### src/rtl/hssi_rst_seq.sv
// Per-channel HSSI reset sequencer: min-width active-low IP resets, ack handshake, sticky timeouts.
// Define HSSI_RST_SEQ_ACK_SYNC_EN to pass every IP ack_n through a 2-flop synchronizer.
module hssi_rst_seq #(
    parameter int unsigned NUM_CHANNELS = 16,
    parameter int unsigned MIN_ASSERT   = 8,
    parameter int unsigned ACK_TIMEOUT  = 1024
) (
    input  logic                    clk,
    input  logic                    rst,
    input  logic                    i_cold_rst_req,
    output logic                    o_cold_rst_ack,
    output logic                    o_ip_cold_rst_n,
    input  logic                    i_ip_cold_rst_ack_n,
    input  logic [NUM_CHANNELS-1:0] i_tx_rst_req,
    input  logic [NUM_CHANNELS-1:0] i_rx_rst_req,
    output logic [NUM_CHANNELS-1:0] o_ip_tx_rst_n,
    output logic [NUM_CHANNELS-1:0] o_ip_rx_rst_n,
    input  logic [NUM_CHANNELS-1:0] i_ip_tx_rst_ack_n,
    input  logic [NUM_CHANNELS-1:0] i_ip_rx_rst_ack_n,
    output logic [NUM_CHANNELS-1:0] o_tx_rst_ack,
    output logic [NUM_CHANNELS-1:0] o_rx_rst_ack,
    output logic [NUM_CHANNELS-1:0] o_tx_timeout,
    output logic [NUM_CHANNELS-1:0] o_rx_timeout
);

    localparam int unsigned NumSeq  = 2 * NUM_CHANNELS + 1;
    localparam int unsigned ColdIdx = 2 * NUM_CHANNELS;
    localparam int unsigned AsrtW   = $clog2(MIN_ASSERT + 1);
    localparam int unsigned TmoW    = $clog2(ACK_TIMEOUT + 1);

    localparam logic [AsrtW-1:0] AsrtLast = AsrtW'(MIN_ASSERT - 1);
    localparam logic [TmoW-1:0]  TmoHit   = TmoW'(ACK_TIMEOUT - 1);
    localparam logic [TmoW-1:0]  TmoMax   = TmoW'(ACK_TIMEOUT);

    typedef enum logic [2:0] {
        StIdle,
        StAssert,
        StWaitAck,
        StHold,
        StRelease
    } seq_state_e;

    // Lane order: TX lanes, then RX lanes, then the cold lane on top.
    logic [NumSeq-1:0] lane_req;
    logic [NumSeq-1:0] lane_ack_n;
    logic [NumSeq-1:0] lane_rst_n;
    logic [NumSeq-1:0] lane_ack;
    logic [NumSeq-1:0] lane_tmo;
    logic              cold_idle;
    logic              chan_block;
    logic              unused_cold_tmo;

    assign lane_req   = {i_cold_rst_req, i_rx_rst_req, i_tx_rst_req};
    assign lane_ack_n = {i_ip_cold_rst_ack_n, i_ip_rx_rst_ack_n, i_ip_tx_rst_ack_n};

    // The raw cold request also blocks, so a channel request rising with it never starts.
    assign chan_block = ~cold_idle | i_cold_rst_req;

    for (genvar g = 0; g < NumSeq; g++) begin : g_seq
        localparam bit IsCold = (g == ColdIdx);

        seq_state_e       state_q, state_d;
        logic [AsrtW-1:0] a_cnt_q, a_cnt_d;
        logic [TmoW-1:0]  t_cnt_q, t_cnt_d, t_cnt_inc;
        logic             rst_n_q, rst_n_d;
        logic             ack_q, ack_d;
        logic             tmo_q, tmo_d;
        logic             ack_s;
        logic             t_hit;
        logic             force_idle;
        logic             req;

`ifdef HSSI_RST_SEQ_ACK_SYNC_EN
        logic [1:0] sync_q;

        always_ff @(posedge clk or posedge rst) begin
            if (rst) begin
                sync_q <= 2'b11;
            end else begin
                sync_q <= {sync_q[0], lane_ack_n[g]};
            end
        end

        assign ack_s = ~sync_q[1];
`else
        assign ack_s = ~lane_ack_n[g];
`endif

        assign req        = lane_req[g];
        assign force_idle = IsCold ? 1'b0 : chan_block;
        assign t_hit      = (t_cnt_q == TmoHit);
        assign t_cnt_inc  = (t_cnt_q == TmoMax) ? t_cnt_q : t_cnt_q + 1'b1;

        always_comb begin
            state_d = state_q;
            a_cnt_d = a_cnt_q;
            t_cnt_d = t_cnt_q;
            tmo_d   = tmo_q;
            if (force_idle) begin
                // Sticky timeout survives a cold-reset preemption.
                state_d = StIdle;
                a_cnt_d = '0;
                t_cnt_d = '0;
            end else begin
                unique case (state_q)
                    StIdle: begin
                        if (req) begin
                            state_d = StAssert;
                            a_cnt_d = '0;
                            tmo_d   = 1'b0;
                        end
                    end
                    StAssert: begin
                        if (a_cnt_q == AsrtLast) begin
                            state_d = StWaitAck;
                            t_cnt_d = '0;
                        end else begin
                            a_cnt_d = a_cnt_q + 1'b1;
                        end
                    end
                    StWaitAck: begin
                        if (ack_s || t_hit) begin
                            tmo_d = tmo_q | ~ack_s;
                            if (req) begin
                                state_d = StHold;
                            end else begin
                                state_d = StRelease;
                                t_cnt_d = '0;
                            end
                        end else begin
                            t_cnt_d = t_cnt_inc;
                        end
                    end
                    StHold: begin
                        if (!req) begin
                            state_d = StRelease;
                            t_cnt_d = '0;
                        end
                    end
                    StRelease: begin
                        if (!ack_s || t_hit) begin
                            tmo_d   = tmo_q | ack_s;
                            state_d = StIdle;
                            t_cnt_d = '0;
                        end else begin
                            t_cnt_d = t_cnt_inc;
                        end
                    end
                    default: begin
                        state_d = StIdle;
                    end
                endcase
            end
            rst_n_d = (state_d == StIdle) || (state_d == StRelease);
            ack_d   = (state_d == StHold) || (state_d == StRelease);
        end

        always_ff @(posedge clk or posedge rst) begin
            if (rst) begin
                state_q <= StIdle;
                a_cnt_q <= '0;
                t_cnt_q <= '0;
                rst_n_q <= 1'b1;
                ack_q   <= 1'b0;
                tmo_q   <= 1'b0;
            end else begin
                state_q <= state_d;
                a_cnt_q <= a_cnt_d;
                t_cnt_q <= t_cnt_d;
                rst_n_q <= rst_n_d;
                ack_q   <= ack_d;
                tmo_q   <= tmo_d;
            end
        end

        assign lane_rst_n[g] = rst_n_q;
        assign lane_ack[g]   = ack_q;
        assign lane_tmo[g]   = tmo_q;

        if (IsCold) begin : g_cold
            assign cold_idle = (state_q == StIdle);
        end
    end

    assign o_ip_tx_rst_n   = lane_rst_n[NUM_CHANNELS-1:0];
    assign o_ip_rx_rst_n   = lane_rst_n[ColdIdx-1:NUM_CHANNELS];
    assign o_ip_cold_rst_n = lane_rst_n[ColdIdx];
    assign o_tx_rst_ack    = lane_ack[NUM_CHANNELS-1:0];
    assign o_rx_rst_ack    = lane_ack[ColdIdx-1:NUM_CHANNELS];
    assign o_cold_rst_ack  = lane_ack[ColdIdx];
    assign o_tx_timeout    = lane_tmo[NUM_CHANNELS-1:0];
    assign o_rx_timeout    = lane_tmo[ColdIdx-1:NUM_CHANNELS];

    // The cold lane has no timeout port.
    assign unused_cold_tmo = lane_tmo[ColdIdx];

endmodule

### config.mk
export PLATFORM = sky130hd
export DESIGN_NAME = hssi_rst_seq
export DESIGN_NICKNAME = d
export VERILOG_FILES = /design/src/rtl/hssi_rst_seq.sv
export SDC_FILE = /design/constraint.sdc
export NUM_CORES = 2
export LEC_CHECK = 0
export ABC_AREA = 1
export BUFFER_PORTS_ARGS = -buffer_cell sky130_fd_sc_hd__buf_2
export CORE_ASPECT_RATIO = 1.1
export CORE_UTILIZATION = 40
export CTS_CLUSTER_DIAMETER = 120
export CTS_CLUSTER_SIZE = 16
export DETAILED_ROUTE_END_ITERATION = 8
export PLACE_DENSITY_LB_ADDON = 0.25
export SYNTH_ARGS = -nofsm -noshare
export SYNTH_HDL_FRONTEND = slang
export SYNTH_SLANG_ARGS = --single-unit
### constraint.sdc
create_clock -name clk -period 32.8 [get_ports clk]
set_input_delay 1.64 -clock clk [delete_from_list [all_inputs] [get_ports clk]]
set_output_delay 1.64 -clock clk [all_outputs]
set_load 0.01 [all_outputs]
==> impl_metrics.env <==
export IMPL_total_power_mw=1.89
export IMPL_max_clock_freq_mhz=245
export IMPL_core_mm2=0.116
export IMPL_peakVddDrop_v=0.0000434
export IMPL_crit_path_start_kind="primary input"
export IMPL_layout_common_cells="nand2_1 (2,674), inv_1 (802), nand3_1 (687)"
export IMPL_ys_top_cells_by_area="dfrtp_1 (35%), nand2_1 (21%), nand3_1 (7.3%), inv_1 (6.4%), nor2_1 (5.1%)"
export IMPL_cts_buffer_depth=3
export IMPL_grt_max_degree=159
export IMPL_grt_overflow=0
export IMPL_vias_per_cell=4.99
export IMPL_maxCapViolCount=0
export IMPL_critPathMaxStageDelay_ns=0.83
export IMPL_htreeDepth=2
export IMPL_synth_cell_area_mm2=0.0470
export IMPL_totalNegativeSetupSlack_ns=0
export IMPL_io_buffers=165
export IMPL_drive_above_1_share_pct=4.93
export IMPL_detail_route_first_pass_iterations=7
export IMPL_synth_seq_area_share_pct=36.9
export IMPL_report_final_setup_viol=0
export IMPL_io_pins=166
export IMPL_worstPathArrival_ns=4.77
export IMPL_placed_area_mm2=0.0484
export IMPL_path_buf_inv=5
export IMPL_cp_top_family="buffers and inverters"
export IMPL_final_max_slew_violation_count=0
export IMPL_powerDensity_mw_per_mm2=37.9
export IMPL_cts_made_buffers=49
export IMPL_grt_setup_unrepaired="no"
export IMPL_cts_sinks=692
export IMPL_cts_setup_buffers=0
export IMPL_crit_chain="buf_2, inv_8, buf_4, buf_4, buf_4"
export IMPL_syn_inst=7137
export IMPL_antenna_left=0
export IMPL_status="finished with violations"
export IMPL_yosys_area_top_type_share_pct=35.1
export IMPL_fillCellCount=11978
export IMPL_final_area_mm2=0.0499
export IMPL_area_growth_pct=6.06
export IMPL_async_flop_share_pct=100
export IMPL_cpMostUsedCell="buf_4"
export IMPL_setup_ws_ns=28.72
export IMPL_drt_iter0_drc=2861
export IMPL_synth_edf_count=0
export IMPL_tightest_slew_ns=1.14
export IMPL_finClkSkew_ns=0.0221
export IMPL_die_width_um=329
export IMPL_hold_violations=0
export IMPL_hold_class="flop to flop"
export IMPL_grt_pass1_vias=40389
export IMPL_die_h_um=362
export IMPL_rows=131
export IMPL_initial_core_util_pct=40.5
export IMPL_cts_root_buf="clkbuf_16"
export IMPL_ys_seq_elements=692
export IMPL_p_leak_nw=25.6
export IMPL_dp_slack_ns=27.74
export IMPL_final_common_cell="nand2_1"
export IMPL_antenna_found_initial=6
export IMPL_cts_repair_resized=0
export IMPL_cp_slowest_cell="buf_4"
export IMPL_period_needed_ns=4.08
export IMPL_critPathKind="primary input to asynchronous set/reset pin"
export IMPL_cp_required_ns=33.49
export IMPL_cts_tree="done"
export IMPL_clock_latency_ns=0.66
export IMPL_post_synth_num_cell_types=63
export IMPL_wirelength_mm=108
export IMPL_dieArea_mm2=0.119
export IMPL_cp_max_fo=93
export IMPL_routedWlPerCell_um=12.4
export IMPL_drcViolationCount=22
export IMPL_vias=43347
export IMPL_gp_congestion=0.849
export IMPL_endpoint_kind="asynchronous set/reset pin"
export IMPL_grt_pass1_wl_mm=187
export IMPL_ys_flop_type="dfrtp_1"
export IMPL_clkTransAtPathRegs_ns=0.08
export IMPL_yosysWarnings=0
export IMPL_finalNetCount=7289
export IMPL_grtUsageTotal_pct=18.0
export IMPL_dp_hpwl_mm=74.8
export IMPL_slew_headroom_pct=23.1
export IMPL_avgSynthCellArea_um2=6.59
export IMPL_synth_fp_nets=7304
export IMPL_holdBufCountCts=0
export IMPL_finalCritPeriodShare_pct=12.4
export IMPL_violations="DRC"
export IMPL_synth_area_leader_cell="dfrtp_1"
[synth_stat cells (4+ instances only)]
library cell  instances
nand2_1            2674
inv_1               803
nand3_1             687
dfrtp_1             659
nor2_1              635
o21ai_0             338
a21oi_1             202
xor2_1              142
nor3_1              141
buf_2               125
nand4_1             113
buf_4               104
ha_1                 99
o22ai_1              51
dfstp_2              33
xnor2_1              26
nand3b_1             25
a31oi_1              23
clkbuf_1             19
o211ai_1             19
nand2_2              18
o21ai_1              18
nor3b_1              15
o31ai_1              14
or2_2                14
mux2i_1              11
nor2_2               11
nor4_1               10
and2_1                8
nor4_2                7
o32ai_1               7
nor3_2                6
o21bai_1              6
and3_1                5
clkinv_1              5
a211oi_1              4
a21boi_0              4
buf_6                 4
clkbuf_2              4
o2111ai_1             4
[stage by stage]
step | util [%] | hold WS, ns | instances
global route | 42.9 | 0.531 | 8686
CTS | 42.9 | 0.500 | 8686
floorplan | - | 0.449 | 7137
finish | 42.9 | 0.497 | 8688
global placement | 41.7 | 0.475 | 8600
detailed placement | 41.7 | 0.478 | 8600
[per-layer routing]
metal / vias to the layer above / track usage (%) / wire (µm)
met5: - / 0 / 71
met3: 117 / 2.28 / 3680
met4: 12 / 4.05 / 1710
li1: 22699 / - / -
met1: 19957 / 23.3 / 50700
met2: 562 / 31.8 / 51800
[where the power goes]
part	internal, mW	switching, mW	total, mW
clock network	0.290	0.320	0.610
logic	0.0850	0.286	0.371
registers	0.885	0.0240	0.910
total	1.26	0.630	1.89
[logic make-up (layout without fill, tap and decap cells)]
group | Yosys count | in the layout | share of synthesized area (%)
adders and majority gates | 99 | 99 | 2.64
DFF | 692 | 692 | 36.9
buffers and inverters | 1068 | 1088 | 9.77
xor gates and xnor gates | 168 | 168 | 3.13
and+or+nand+nor | 4380 | 4380 | 38.9
muxes | 11 | 11 | 0.234
AOI/OAI and AO/OA | 719 | 719 | 8.44
other | 0 | 2 | 0
[state kept, by name, indices dropped and copies added (netlist names)]
name             flops
o_cold_rst_ack       1
o_ip_cold_rst_n      1
g_seq.rst_n_q       32
g_seq.a_cnt_q      132
g_seq.state_q       99
g_seq.ack_q         32
g_seq.tmo_q         32
g_seq.t_cnt_q      363
[worst register-to-register path: stages, from the launching register on]
cell and delay [ns]:
dfrtp_1 0.46, nor2_4 0.16, nand2_2 0.10, nor2_8 0.33, buf_4 0.65, buf_4 0.73
nand3_1 0.32, o21ai_0 0.15, buf_4 0.21, nand2_1 0.07, nand2_1 0.07
[layout make-up]
class | instances | area (µm²) | area share [%]
inverters | 811 | 3060 | 6.13
repair buffers | 191 | 1050 | 2.10
clock buffers | 82 | 1390 | 2.79
well taps | 1529 | 1910 | 3.84
multi-input cells | 5377 | 25100 | 50.3
clock inverters | 4 | 26.3 | 0.0527
flip-flops and latches | 692 | 17400 | 34.8
diodes | 2 | 5.00 | 0.0100
[path summary, 6_finish.rpt]
kind                                 startpoint                   end  slack [ns]  cells after the start
setup / recovery                            rst   g_seq[5].t_cnt_q[2]       28.72                      5
hold / removal              g_seq[1].t_cnt_q[5]   g_seq[1].t_cnt_q[5]        0.50                      2
setup reg to reg           g_seq[32].state_q[1]  g_seq[18].t_cnt_q[3]       29.48                     10
hold reg to reg             g_seq[1].t_cnt_q[5]   g_seq[1].t_cnt_q[5]        0.50                      2
max in group clk                 i_cold_rst_req  g_seq[18].t_cnt_q[3]       29.03                      9
min in group asynchronous                   rst  g_seq[31].a_cnt_q[3]        1.09                      2
(Power assumes the default switching activity.)
